==> src/rtl/mips_pkg.sv <==
// Shared definitions for the single-cycle MIPS core: opcodes, fetch FSM states
// and the default reset vector.
package mips_pkg;

    localparam logic [5:0] OP_RTYPE = 6'b000000;
    localparam logic [5:0] OP_LW    = 6'b100011;
    localparam logic [5:0] OP_SW    = 6'b101011;
    localparam logic [5:0] OP_BEQ   = 6'b000100;
    localparam logic [5:0] OP_BNE   = 6'b000101;
    localparam logic [5:0] OP_J     = 6'b000010;

    localparam logic [31:0] DEFAULT_RESET_PC = 32'h0040_0000;

    typedef enum logic [1:0] {
        IDLE,
        FETCH,
        EXEC
    } fetch_state_t;

endpackage

==> src/rtl/next_pc_sel.sv <==
// Next-PC selection: jump target, taken BEQ/BNE target, or sequential pc + 4.
module next_pc_sel (
    input  logic [31:0] pc_plus4,
    input  logic [31:0] instr,
    input  logic        branch,
    input  logic        xor_bne,
    input  logic        jump,
    input  logic        zero,
    output logic [31:0] next_pc
);

    logic [31:0] jump_target;
    logic [31:0] branch_target;
    logic        unused_opcode;

    assign jump_target   = {pc_plus4[31:28], instr[25:0], 2'b00};
    assign branch_target = pc_plus4 + {{14{instr[15]}}, instr[15:0], 2'b00};
    assign unused_opcode = ^instr[31:26];

    // Compare against 1'b1 so an undriven (z/x) decoder output falls through to pc + 4.
    always_comb begin
        next_pc = pc_plus4;
        if (jump == 1'b1) begin
            next_pc = jump_target;
        end else if (branch == 1'b1 && (zero ^ xor_bne) == 1'b1) begin
            next_pc = branch_target;
        end
    end

endmodule

==> src/rtl/fetch_pc_unit.sv <==
// Fetch / PC stage: owns the PC, fetches over a req/ack instruction memory port
// and commits the next PC once the current instruction leaves EXEC.
module fetch_pc_unit
    import mips_pkg::*;
#(
    parameter logic [31:0] RESET_PC = DEFAULT_RESET_PC
) (
    input  logic        clk,
    input  logic        reset,
    output logic        imem_req,
    output logic [31:0] imem_addr,
    input  logic        imem_ack,
    input  logic [31:0] imem_rdata,
    output logic [31:0] instr,
    output logic        instr_valid,
    output logic [31:0] pc,
    output logic [31:0] pc_plus4,
    input  logic        branch,
    input  logic        xor_bne,
    input  logic        jump,
    input  logic        zero,
    input  logic        exec_stall,
    output logic [31:0] retired
);

    fetch_state_t state_q, state_d;
    logic [31:0]  pc_q;
    logic [31:0]  instr_q;
    logic [31:0]  retired_q;
    logic [31:0]  next_pc;
    logic         fetch_done;
    logic         commit;

    assign fetch_done = (state_q == FETCH) && imem_ack;
    assign commit     = (state_q == EXEC) && !exec_stall;

    always_comb begin
        state_d = state_q;
        case (state_q)
            IDLE:    state_d = FETCH;
            FETCH:   if (imem_ack) state_d = EXEC;
            EXEC:    if (!exec_stall) state_d = FETCH;
            default: state_d = IDLE;
        endcase
    end

    always_ff @(posedge clk or posedge reset) begin
        if (reset) begin
            state_q   <= IDLE;
            pc_q      <= RESET_PC;
            instr_q   <= 32'h0;
            retired_q <= 32'h0;
        end else begin
            state_q <= state_d;
            if (fetch_done) begin
                instr_q <= imem_rdata;
            end
            if (commit) begin
                pc_q      <= next_pc;
                retired_q <= retired_q + 32'd1;
            end
        end
    end

    next_pc_sel u_next_pc_sel (
        .pc_plus4 (pc_plus4),
        .instr    (instr_q),
        .branch   (branch),
        .xor_bne  (xor_bne),
        .jump     (jump),
        .zero     (zero),
        .next_pc  (next_pc)
    );

    // Handshake outputs come straight from the state register.
    assign imem_req    = (state_q == FETCH);
    assign instr_valid = (state_q == EXEC);
    assign imem_addr   = pc_q;
    assign pc          = pc_q;
    assign pc_plus4    = pc_q + 32'd4;
    assign instr       = instr_q;
    assign retired     = retired_q;

endmodule

==> config.mk <==
export PLATFORM = sky130hd
export DESIGN_NAME = fetch_pc_unit
export DESIGN_NICKNAME = d
export VERILOG_FILES = /design/src/rtl/mips_pkg.sv /design/src/rtl/next_pc_sel.sv /design/src/rtl/fetch_pc_unit.sv
export SDC_FILE = /design/constraint.sdc
export NUM_CORES = 1
export LEC_CHECK = 0
export ABC_AREA = 1
export CAP_MARGIN = 25
export CORE_ASPECT_RATIO = 1.75
export CORE_MARGIN = 1
export CORE_UTILIZATION = 50
export DETAILED_ROUTE_END_ITERATION = 6
export PLACE_DENSITY_LB_ADDON = 0.08
export SLEW_MARGIN = 10
export SYNTH_ARGS = -nofsm -noshare
export SYNTH_HDL_FRONTEND = slang
export SYNTH_SLANG_ARGS = --single-unit
export TNS_END_PERCENT = 20
==> constraint.sdc <==
create_clock -name clk -period 3.76 [get_ports clk]
set_clock_uncertainty 0.1 [all_clocks]
set_input_delay 0.376 -clock clk [delete_from_list [all_inputs] [get_ports clk]]
set_output_delay 0.376 -clock clk [all_outputs]
set_load 0.02 [all_outputs]
==> metrics <==
outcome=complete, no violations; ant diodes=0; Synth Area in Adders=about 6.2%; initial detailed-routing violation count=slightly below 600; Syn. warnings=0; Placer Congestion=0.972; pwr dens=around 950 nW/um^2; Period Utilization, post-route=a little over nine tenths; register area share after synthesis=between 30% and 40%; Hold Vio Cnt, Final=0; min setup slack post-route=roughly 180 ps; Clock Latency Late Sink=roughly 360 ps; synthesis-to-finish area growth=29.4%; commonest non-fill, non-tap cell in the layout=nand2_1; number of enable flip-flop cells after synthesis=0; initial antenna violation count=0; Max clock buf depth=2; Slew HR=about 34%; Period minus WS final=3580 ps; Slew Limit Fails=0; Post-Synth XOR/XNOR Area=5.74%; combinational family with the most area after synthesis=simple AND/OR/NAND/NOR gates; die width=between 90 and 100 um; flop2flop setup slack=~180 ps; unrepaired setup endpoints after global routing=yes; CTS tree=yes; Worst Path Class, Setup=flip-flop to flip-flop; clk sinks=96; proportion of layout cells with a drive suffix above 1=about 7.9%; DP Wirelength=about 22,000 um; Leak Pwr=about 5 nW; highest clock rate=roughly 280 MHz; FF+latch count, synth=96; routed vias/inst=~5.4; Max Cap Viol=0; Tot GR Track Use=roughly 35%; Synth async-reset ratio=100%; Compound-Gate Fraction of Synth Area=under 10%; Top FF cell, synth=dfrtp_1; multiplexer share of the synthesized area=3.34%; Die Area=16,000 um^2; Post-Layout Cell Count=roughly 1,500; top fanout value on the critical path=5; pre-CTS setup slack=around 170 ps; CP Capture Type=flip-flop; # IOs=a little over 200; vias in the first global route=7,892; Hold WC Path Type=flip-flop to flip-flop; startpoint types=flip-flop; area share of and/or/nand/nor cells after synthesis=about a third; first-pass GRT wire length=between 40,000 and 50,000 um; GRT overflow=0; Residual DRC=0; CTS buffer count=9; final WL=around 27,000 um; synthesized instance count=between 1,000 and 1,500; core area=~15,000 um^2; critical path required time=just under 4000 ps; Post-Syn Area=~7800 um^2; Worst EP arrival=between 3000 and 4000 ps; num rows=a little under 60; port bufs=about 200; Clock transition at path regs=about 80 ps; Clk Tree Root Cell=clkbuf_16; most frequent cells in the layout=321 x nand2_1, 195 x clkdlybuf4s50_1, 159 x inv_1; Die Ht=167 um; First-pass DRT Iterations=5; wire length per cell=18.5 um; largest net degree at the start of global routing=between 50 and 60; Setup Viol. Count Final=0; remaining antenna violation count after routing=0; Tightest Pin Transition=about 990 ps; Cell Count Post-Placement=~1,500; hold_ws=approximately 370 ps; H-tree depth=3; Peak supply drop=~0.00064 V; nets=between 1,000 and 1,500; DR vias=~8,000; Mapped Avg Cell Area=around 7.0 um^2; setup bufs post-CTS=0; initial cell density of the core=between 50 and 60%; synth unique cells=a little over 50
## layout make-up
class,count,area [um^2]
Inverter,164,621
Clock buffer,10,229
Tap cell,183,229
Sequential cell,96,2400
Fill cell,1351,4940
Timing Repair Buffer,209,2060
Clock inverter,6,53.8
Multi-Input combinational cell,809,4450
## logic make-up after synthesis
family,Yosys count
adder cells (fa/ha/maj),38
buffers and inverters,216
AND/OR/NAND/NOR,552
multiplexers,23
flip-flops,96
other,1
AO/OA/AOI/OAI,140
XOR/XNOR,50
## timing repair
action                                  CTS  global route
hold buffers                              0             0
endpoints found under the setup margin    0             8
resized for setup                         0             6
## path summary, 6_finish.rpt
kind	start	depth (start not counted)	to
max	imem_addr[3]	17	imem_addr[25]
min	retired[31]	1	retired[31]
max reg2reg	imem_addr[3]	17	imem_addr[25]
min reg2reg	retired[31]	1	retired[31]
max in group asynchronous	reset	3	imem_addr[22]
min in group asynchronous	reset	2	instr[13]
## synthesized netlist by cell type, types with 5 or more instances
| cell | instances | area, um^2 |
|---|---|---|
| nand2_1 | 322 | 1210 |
| nor2_4 | 8 | 90.1 |
| o21ai_0 | 42 | 210 |
| a21oi_1 | 72 | 360 |
| inv_1 | 160 | 601 |
| o21bai_1 | 10 | 75.1 |
| buf_4 | 36 | 270 |
| xor2_1 | 36 | 315 |
| xnor2_1 | 13 | 114 |
| clkbuf_1 | 8 | 30.0 |
| nor2_1 | 93 | 349 |
| nand4_1 | 14 | 87.6 |
| nand3_1 | 63 | 315 |
| nor2_2 | 9 | 56.3 |
| ha_1 | 37 | 463 |
| dfrtp_1 | 95 | 2380 |
| buf_2 | 5 | 25.0 |
| nor3_1 | 14 | 70.1 |
| mux2_2 | 23 | 259 |
| o21ai_1 | 5 | 25.0 |
## worst max-delay path, stage by stage, from the launching register on
cell,delay [ps]
dfrtp_1,450
ha_2,300
nand2_1,120
nor2_2,120
nand2_1,130
nor2_2,200
inv_2,50
nor2_2,90
xor2_1,430
ha_1,390
a21oi_1,280
o21bai_1,140
a21oi_1,200
nand3_1,110
nand2_1,60
nand3_1,150
nand2_1,120
nand2_1,50
## metrics by stage
| step | setup TNS, ps | cell area (um^2) | util [%] | power (mW) |
|---|---|---|---|---|
| 5_1_grt | -19.5 | 10000 | 67.0 | 10.3 |
| 4_1_cts | 0 | 10000 | 66.8 | 9.48 |
| 2_1_floorplan | 0 | 7780 | - | 6.06 |
| 3_5_place_dp | 0 | 9730 | 64.9 | 8.51 |
| 3_3_place_gp | 0 | 9730 | 64.9 | 8.48 |
| 6_report | 0 | 10000 | 67.0 | 9.57 |
## registers in the layout, summed over array words and instances (netlist names)
name / flops
imem_addr: 30
instr: 32
retired: 32
state_q: 2
## routing by layer
metal / routed length (um) / share of wire, % / track usage (%)
met1: 9470 / 35 / 37.3
met2: 13800 / 50 / 60.5
met3: 1660 / 6.1 / 6.12
met4: 2420 / 8.8 / 27.2
met5: 0 / 0 / 0
## report_power, final
part,leakage (nW),internal (mW),switching [mW]
logic,3.70,2.62,4.10
registers,1.17,1.39,0.532
clock network,0.132,0.460,0.475
(Power assumes the default switching activity.)
